File: src/rtl/if_fetch_pkg.sv
// Shared types and constants for the instruction-fetch stage: widths, reset PC, NOP encoding,
// trap bit positions and the fetch FSM state encoding.
package if_fetch_pkg;

    localparam int unsigned Xlen    = 32;
    localparam int unsigned InstLen = 32;
    localparam int unsigned TrapLen = 8;

    localparam logic [Xlen-1:0]    PcResetAddr = 32'h8000_0000;
    localparam logic [InstLen-1:0] InstNop     = 32'h0000_0013;

    // Bit positions inside the trap bus
    localparam int unsigned TrapInstMisalign    = 0;
    localparam int unsigned TrapInstAccessFault = 1;

    typedef logic [TrapLen-1:0] trap_bus_t;

    localparam trap_bus_t TrapMaskMisalign    = trap_bus_t'(1) << TrapInstMisalign;
    localparam trap_bus_t TrapMaskAccessFault = trap_bus_t'(1) << TrapInstAccessFault;

    typedef enum logic [1:0] {
        IfFsmIdle = 2'b00,
        IfFsmWait = 2'b01,
        IfFsmDrop = 2'b10,
        IfFsmTrap = 2'b11
    } if_fsm_e;

    typedef struct packed {
        logic [Xlen-1:0]    addr;
        logic [InstLen-1:0] data;
        trap_bus_t          trap;
    } fetch_slot_t;

endpackage

File: src/rtl/if_fetch_slot.sv
// One-entry holding register for a fetched instruction; shows the bubble encoding when empty.
module if_fetch_slot
    import if_fetch_pkg::*;
#(
    parameter logic [Xlen-1:0] BUBBLE_PC = PcResetAddr - 32'd4
) (
    input  logic        clk,
    input  logic        rst,
    input  logic        load,
    input  fetch_slot_t load_data,
    input  logic        consume,
    input  logic        clear,
    output logic        valid,
    output fetch_slot_t slot
);

    localparam fetch_slot_t Bubble = '{addr: BUBBLE_PC, data: InstNop, trap: '0};

    logic        valid_q, valid_d;
    fetch_slot_t slot_q;

    // clear beats load, load beats consume (refill in the same cycle keeps it full)
    always_comb begin
        valid_d = valid_q;
        if (clear) begin
            valid_d = 1'b0;
        end else if (load) begin
            valid_d = 1'b1;
        end else if (consume) begin
            valid_d = 1'b0;
        end
    end

    always_ff @(posedge clk) begin
        if (!rst) begin
            valid_q <= 1'b0;
            slot_q  <= Bubble;
        end else begin
            valid_q <= valid_d;
            if (load && !clear) begin
                slot_q <= load_data;
            end
        end
    end

    assign valid = valid_q;
    assign slot  = valid_q ? slot_q : Bubble;

endmodule

File: src/rtl/if_fetch.sv
// IF stage: owns the PC, keeps at most one imem request in flight and holds one fetched
// instruction for IF/ID. Redirects flush the slot and abandon any in-flight response.
module if_fetch
    import if_fetch_pkg::*;
#(
    parameter logic [Xlen-1:0] RESET_PC  = PcResetAddr,
    parameter logic [Xlen-1:0] BUBBLE_PC = PcResetAddr - 32'd4
) (
    input  logic               clk,
    input  logic               rst,
    input  logic               stall_i,
    input  logic               redirect_valid_i,
    input  logic [Xlen-1:0]    redirect_pc_i,
    output logic               req_valid_o,
    output logic [Xlen-1:0]    req_addr_o,
    input  logic               req_ready_i,
    input  logic               resp_valid_i,
    input  logic [InstLen-1:0] resp_data_i,
    input  logic               resp_err_i,
    output logic [Xlen-1:0]    inst_addr_if_o,
    output logic [InstLen-1:0] inst_data_if_o,
    output trap_bus_t          trap_bus_if_o
);

    if_fsm_e         state_q, state_d;
    logic [Xlen-1:0] pc_q, pc_d;

    logic        slot_valid;
    fetch_slot_t slot_out;
    fetch_slot_t slot_in;
    logic        slot_load;
    logic        slot_clear;
    logic        consume;
    logic        slot_free;
    logic        pc_misaligned;
    logic        handshake;
    logic        outstanding;

    assign consume       = slot_valid && !stall_i;
    assign slot_free     = !slot_valid || consume;
    assign pc_misaligned = (pc_q[1:0] != 2'b00);
    assign handshake     = req_valid_o && req_ready_i;
    assign slot_clear    = redirect_valid_i;

    // A request is still owed a response after this edge unless it returns now
    assign outstanding = (((state_q == IfFsmWait) || (state_q == IfFsmDrop)) && !resp_valid_i)
                         || handshake;

    always_ff @(posedge clk) begin
        if (!rst) begin
            state_q <= IfFsmIdle;
            pc_q    <= RESET_PC;
        end else begin
            state_q <= state_d;
            pc_q    <= pc_d;
        end
    end

    always_comb begin
        state_d = state_q;
        pc_d    = pc_q;
        unique case (state_q)
            IfFsmIdle: begin
                if (pc_misaligned) begin
                    if (slot_free) begin
                        state_d = IfFsmTrap;
                    end
                end else if (handshake) begin
                    state_d = IfFsmWait;
                end
            end
            IfFsmWait: begin
                if (resp_valid_i) begin
                    if (resp_err_i) begin
                        state_d = IfFsmTrap;
                    end else begin
                        state_d = IfFsmIdle;
                        pc_d    = pc_q + Xlen'(4);
                    end
                end
            end
            IfFsmDrop: begin
                if (resp_valid_i) begin
                    state_d = IfFsmIdle;
                end
            end
            IfFsmTrap: begin
                state_d = IfFsmTrap;
            end
            default: begin
                state_d = IfFsmIdle;
            end
        endcase

        if (redirect_valid_i) begin
            pc_d    = redirect_pc_i;
            state_d = outstanding ? IfFsmDrop : IfFsmIdle;
        end
    end

    // Misaligned PCs wait for a free slot so a stalled instruction is never overwritten
    always_comb begin
        req_valid_o = (state_q == IfFsmIdle) && !pc_misaligned && slot_free;
        slot_load   = 1'b0;
        slot_in     = '{addr: pc_q, data: resp_data_i, trap: '0};
        unique case (state_q)
            IfFsmIdle: begin
                if (pc_misaligned && slot_free) begin
                    slot_load = 1'b1;
                    slot_in   = '{addr: pc_q, data: InstNop, trap: TrapMaskMisalign};
                end
            end
            IfFsmWait: begin
                if (resp_valid_i) begin
                    slot_load = 1'b1;
                    if (resp_err_i) begin
                        slot_in = '{addr: pc_q, data: InstNop, trap: TrapMaskAccessFault};
                    end
                end
            end
            default: begin
                slot_load = 1'b0;
            end
        endcase
    end

    assign req_addr_o = pc_q;

    if_fetch_slot #(
        .BUBBLE_PC (BUBBLE_PC)
    ) u_slot (
        .clk       (clk),
        .rst       (rst),
        .load      (slot_load),
        .load_data (slot_in),
        .consume   (consume),
        .clear     (slot_clear),
        .valid     (slot_valid),
        .slot      (slot_out)
    );

    assign inst_addr_if_o = slot_out.addr;
    assign inst_data_if_o = slot_out.data;
    assign trap_bus_if_o  = slot_out.trap;

    // A response in WAIT must find the slot empty; requests are only issued into a free slot
    assert property (@(posedge clk) disable iff (!rst)
        (state_q == IfFsmWait) |-> !slot_valid);

    assert property (@(posedge clk) disable iff (!rst)
        req_valid_o |-> ((state_q == IfFsmIdle) && !pc_misaligned));

    assert property (@(posedge clk) disable iff (!rst)
        (slot_valid && stall_i && !redirect_valid_i) |=> slot_valid);

endmodule

File: config.mk
export PLATFORM = sky130hd
export DESIGN_NAME = if_fetch
export DESIGN_NICKNAME = d
export VERILOG_FILES = /design/src/rtl/if_fetch_pkg.sv /design/src/rtl/if_fetch_slot.sv /design/src/rtl/if_fetch.sv
export SDC_FILE = /design/constraint.sdc
export NUM_CORES = 1
export LEC_CHECK = 0
export ABC_AREA = 1
export ABC_CLOCK_PERIOD_IN_PS = 1800
export CORE_MARGIN = 8
export CORE_UTILIZATION = 47
export DETAILED_ROUTE_END_ITERATION = 12
export PLACE_DENSITY = 0.82
export SLEW_MARGIN = 20
export SYNTH_ARGS = -nofsm -noshare
export SYNTH_HDL_FRONTEND = slang
export SYNTH_SLANG_ARGS = --single-unit
File: constraint.sdc
create_clock -name clk -period 1.8 [get_ports clk]
set_input_delay 0.36 -clock clk [delete_from_list [all_inputs] [get_ports clk]]
set_output_delay 0.36 -clock clk [all_outputs]
set_load 0.005 [all_outputs]
## After elaboration in Yosys (flattened, before gate mapping)

Index checks and enable logic that the tools add are counted.

- Memory bits (read-only): 0
- Bits of input ports: 71
- Register bits after elaboration: 107
- RAM bits: 0
- Logic and storage cells: 62
- Memories: 0
- Output and inout port bits: 105
- Bits in latches: 0

- Add/subtract/negate cells: 1
- Equal/unequal tests: 8
- Shift operators: 0
- Muxes and demuxes: 23
- Multipliers: 0
- Divide/modulo/power cells: 0
- Bitwise operators: 1
- Order comparisons: 0
- Reduce and logical (&&, ||, !) cells: 23

Operators with widths:

| kind | count |
|---|---|
| $mux 32 | 4 |
| $mux 40 | 3 |
| $pmux 40 s2 | 1 |
| $mux 72 | 1 |
| $add 32x3->32 const B | 1 |
| $mux 2 | 8 |
| $ne 4x4->1 const B | 2 |
| $pmux 2 s4 | 1 |
| $reduce_bool 2->1 | 4 |
| $logic_and 1x1->1 | 7 |
| $ne 3x3->1 const B | 2 |
| $logic_not 1->1 | 5 |
| $eq 2x2->1 const B | 2 |
| $mux 1 | 4 |
| $reduce_and 4->1 | 1 |
| $logic_or 1x1->1 | 3 |
| $reduce_and 3->1 | 1 |
| $eq 2x1->1 const B | 1 |
| $logic_not 2->1 | 1 |
| $ne 2x2->1 const B | 1 |
| $pmux 1 s2 | 1 |
| $reduce_or 2->1 | 1 |
| $not 1->1 | 1 |

## Depth between registers and ports, before layout

Gate-level depths: netlist of the first run.

- Word-level depth: 9
- Gate-level depth with buffers: 11
- Mapped depth without buffers: 10

## Cells and area by module

Synthesis of the first run repeated with hierarchy kept, for this count alone.

- Cells, all modules: 1,104
- Area, all modules: 6,652.6 µm²

Modules (own cells, without submodules):

| module | cells each | sequential area each (µm²) | area each (µm²) | times used |
|---|---|---|---|---|
| if_fetch_slot | 560 | 1,461.4 | 3,504.6 | 1 |
| if_fetch | 544 | 680.7 | 3,148.0 | 1 |

## Least setup slack after synthesis of the first run

OpenSTA, ideal clock, no wires.

- Path type: register -> register
- From: register state_q[1]
- To: register u_slot.slot_q[32] in the netlist's numbering
- Setup time: 0.065 ns
- Period minus slack after synthesis: 1.585 ns
- Data arrival time: 1.521 ns
- Stages on the path, launching flop included: 12
- Buffers on the path: 2
- Setup slack: 0.215 ns
- Data required time: 1.735 ns
- Cell sequence: dfxtp_1 inv_1 ha_1 nand2_1 nor2_1 inv_1 o21ai_1 o21ai_1 buf_2 buf_2 a21oi_1 nor2_1

- Longest elaborated chain between the ends: 3
- Elaborated cells between the ends (all ways): 5
- Classes of those cells: eq/ne (1); mux (2); reduce/logical (2)

RTL lines:

| what | line | source |
|---|---|---|
| from (decl) | if_fetch.sv:25 | `if_fsm_e state_q, state_d;` |
| from (signal assigned) | if_fetch.sv:51 | `state_q <= IfFsmIdle;` |
| from (signal assigned) | if_fetch.sv:54 | `state_q <= state_d;` |
| $eq 2x1->1 or $logic_not 2->1 (tied branches) | if_fetch.sv:106 | `unique case (state_q)` |
| $pmux 1 s2 | if_fetch.sv:106 |  |
| $logic_and 1x1->1 | if_fetch_slot.sv:40 | `if (load && !clear) begin` |
| to (signal assigned) | if_fetch_slot.sv:37 | `slot_q <= Bubble;` |
| to (signal assigned) | if_fetch_slot.sv:41 | `slot_q <= load_data;` |
| to (decl) | if_fetch_slot.sv:20 | `fetch_slot_t slot_q;` |

Parallel ways exist; a longest one is shown, timed or not.
A chain may end at the register's enable or synchronous reset.

## Worst setup path after layout of the first run

- From: register u_slot.valid_q (netlist: u_slot.valid)
- To: output inst_data_if_o[26]

- Longest elaborated chain between the ends: 1

RTL lines:

| what | line | source |
|---|---|---|
| from (decl) | if_fetch_slot.sv:19 | `logic valid_q, valid_d;` |
| from (signal assigned) | if_fetch_slot.sv:39 | `valid_q <= valid_d;` |
| $mux 72 | if_fetch_slot.sv:47 | `assign slot = valid_q ? slot_q : Bubble;` |
| to (decl) | if_fetch.sv:21 | `output logic [InstLen-1:0] inst_data_if_o,` |

Every way passes these cells.

==> results of run 1 <==
-- cell usage in the layout, fill, tap and decap left out, types with 12 or more instances in the layout --
master,synthesis,routed
a21oi_1,59,59
buf_4,38,53
clkbuf_16,0,12
clkdlybuf4s50_1,0,101
dfxtp_1,101,92
dlygate4sd2_1,0,49
inv_1,116,116
nand2_1,204,203
nand3_1,25,25
nor2_1,97,97
o211ai_1,27,27
o21ai_0,61,59
-- routing by layer --
layer | wire [µm] | vias to the layer above | GRT usage, % | part of all wire, %
met1 | 8135 | 2735 | 29.09 | 44
met3 | 1328 | 35 | 4.752 | 7.2
met4 | 532 | 0 | 7.808 | 2.9
met5 | 0 | - | 0 | 0
met2 | 8541 | 264 | 34.05 | 46
li1 | - | 2955 | - | -
-- flip-flops by register name, summed over array words and instances (netlist names) --
signal / cells
u_slot.slot_q: 66
state_q: 2
req_addr_o: 32
u_slot.valid: 1
-- worst min-delay path, cell delays in order --
cell	delay (ps)
buf_2	130
clkinv_1	170
a21oi_1	60
-- what timing repair did --
action / 4_1_cts / 5_1_grt
cloned: 1 / 3
setup buffers: 1 / 9
setup endpoints to repair: 68 / 55
gates resized for setup: 72 / 41
pin swaps: 0 / 1
-- cell families after synthesis --
kind of cell	Yosys count	synth area share, %
adders and majority gates	6	1.348
and+or+nand+nor	349	25.60
buffers and inverters	201	16.72
xor gates and xnor gates	13	2.045
other	1	0.06735
AOI/OAI and AO/OA	169	17.91
DFF	101	36.31
-- cell usage after synthesis, types with 2 or more instances --
master    number
a21oi_1       59
nand4_1        5
inv_1        116
nor2_4         3
nand2_1      204
clkbuf_1      25
ha_1           6
and3_1         2
a22o_1         3
xor2_1        10
nor2_1        97
o211ai_2       7
inv_2          3
buf_6          2
buf_4         38
o21ai_1        3
dfxtp_1      101
buf_2         15
o211ai_1      27
xnor2_1        3
a31oi_1        4
o21ai_0       61
nand2_2        4
nor2_2         5
nand3_1       25
-- power groups by stage --
stage	Sequential, W	Combinational, W	Clock (W)
2_1_floorplan	0.00263	0.000817	0
3_3_place_gp	0.00266	0.00144	0
3_5_place_dp	0.00267	0.00147	0
4_1_cts	0.00262	0.00148	0.00189
5_1_grt	0.00266	0.00173	0.00200
6_report	0.00264	0.00158	0.00191
-- stage by stage --
step	power, W	instance area [µm²]	setup TNS [ps]	hold slack (ps)
2_1_floorplan	0.003450	5587	0	444.0
5_1_grt	0.006392	7995	-122.5	420.1
6_report	0.006122	7995	-36.98	414.8
3_5_place_dp	0.004145	7530	-3904	461.2
3_3_place_gp	0.004108	7530	-1580	454.9
4_1_cts	0.006000	7794	-540.7	404.3
-- final timing paths --
kind | from | to | slack (ps) | cells past startpoint
min reg2reg | u_slot.slot_q[45] | u_slot.slot_q[45] | 480 | 2
min | rst | req_addr_o[7] | 410 | 3
max reg2reg | state_q[1] | u_slot.slot_q[28] | 150 | 11
max | u_slot.valid | inst_data_if_o[26] | -40 | 6
-- area by class of cell --
type	instances	share of cell area [%]
Tap cell	143	2.238
Inverter	120	5.665
Timing Repair Buffer	240	29.51
Clock buffer	9	2.817
Clock inverter	7	0.7355
Sequential cell	101	25.46
Multi-Input combinational cell	543	33.57
==> impl_metrics.ini, run 1 <==
[layout]
postLayoutCoreUtil_pct = 69.43
antennaDiodeCount = 0
fillers = 947
fin_nets = 1092
stdcell_count = 1163
regArea_um2 = 2036
drive_gt1_share_pct = 13.04
multi_input_area_um2 = 2684
area_delta_synth_final_pct = 43.60

[clock_network]
clockBufferDepth = 2
clkLatencyLatePin_ps = 350
cts_tree = built
cts_sinks = 101
cts_made_buffers = 9
htreeDepth = 3
root_buffer = clkbuf_16
clkTransAtPathRegs_ps = 70
hold_buffers = 0

[timing]
final_max_slew_viol_count = 0
fin_crit_ps = 1837
period_share_pct = 102.1
skew_ps = 8.020
hold_viol = 0
setup_slack_ps = -36.98
finalSetupViolations = 1
max_freq_ghz = 0.5444
rsz0062_at_grt = true

[drt]
drc_errors = 0
routedWlPerCell_um = 15.94
drtAntennaViolNets = 0
routed_via_density = 5.150
first_pass_iters = 5
drt-total-wl_mm = 18.54
vias = 5989
first_iter_violations = 596

[die]
start_util_pct = 48.35
core_um2 = 11520
die_area_um2 = 15590
die_height_um = 124.8
pin_count = 176
rows = 39
die-width_um = 124.8

[critical_path]
critical_path_class = register to output port
cp_max_fo = 6
crit_buf_inv = 5
worstPathCellList = buf_4 > buf_6 > buf_16 > nand2_1 > inv_1 > clkdlybuf4s15_1
cp_slowest_cell = dfxtp_4
worstPathRequired_ps = 1440
critPathLaunchType = register
crit_path_end_kind = output port
cp.arrival_ps = 1480
max_stage_delay_ps = 390
crit_family = buffers and inverters

[global_route]
grt_pass1_vias = 5361
gr-total-overflow = 0
grt_max_degree = 75
grtUsageTotal_pct = 21.87
grt_pass1_wl_mm = 28.17
antenna_found_initial = 0

[logic_synthesis]
ys_seq_area_share_pct = 36.31
yosysWarnings = 0
synth_area_per_cell_um2 = 6.628
yosysTopAreaCell = dfxtp_1
synth_ff_type = dfxtp_1
synth.distinct_cells = 37
synthArstFlopShare_pct = 0
synthDominantCellAreaShare_pct = 36.31
synth_area_leaders = dfxtp_1, nand2_1, inv_1
syn_inst = 840
synth_edf_count = 0
syn_area_um2 = 5568
ys_ff_latch = 101

[pwr]
p_clk_share_pct = 31.2
p_seq_share_pct = 43.1
power_density_nw_per_um2 = 765.7
leakagePower_nw = 3.893
p_sw_share_pct = 30.93
p_switching_w = 0.001893
ir_drop_mv = 0.4956
p_int_w = 0.004229
comb_power_share_pct = 25.8

[run_status]
status = finished, violations left
violations = setup timing

[run]
max_cap_violations = 0

[worst_hold_path]
hp-class = input pin to register

[placed_design]
port_buffers = 169
pre_cts_ws_ps = -216.8
gp_congestion = 0.9585
dpl.hpwl_mm = 13.26
dp.cells = 1133
Power figures use the tool's default switching activity.
==> run 2, diff against run 1 <==
--- a/config.mk
+++ b/config.mk
@@ -10,6 +10,7 @@
 export CORE_MARGIN = 8
 export CORE_UTILIZATION = 47
 export DETAILED_ROUTE_END_ITERATION = 12
+export HOLD_SLACK_MARGIN = 0.05
 export PLACE_DENSITY = 0.82
 export SLEW_MARGIN = 20
 export SYNTH_ARGS = -nofsm -noshare
==> results of run 2 <==
The final DEF is identical to that of run 1; final timing and power are the same.
==> run 3, diff against run 2 <==
--- a/config.mk
+++ b/config.mk
@@ -6,7 +6,6 @@
 export NUM_CORES = 1
 export LEC_CHECK = 0
 export ABC_AREA = 1
-export ABC_CLOCK_PERIOD_IN_PS = 1800
 export CORE_MARGIN = 8
 export CORE_UTILIZATION = 47
 export DETAILED_ROUTE_END_ITERATION = 12
==> results of run 3 <==
The final DEF is identical to that of run 1; final timing and power are the same.
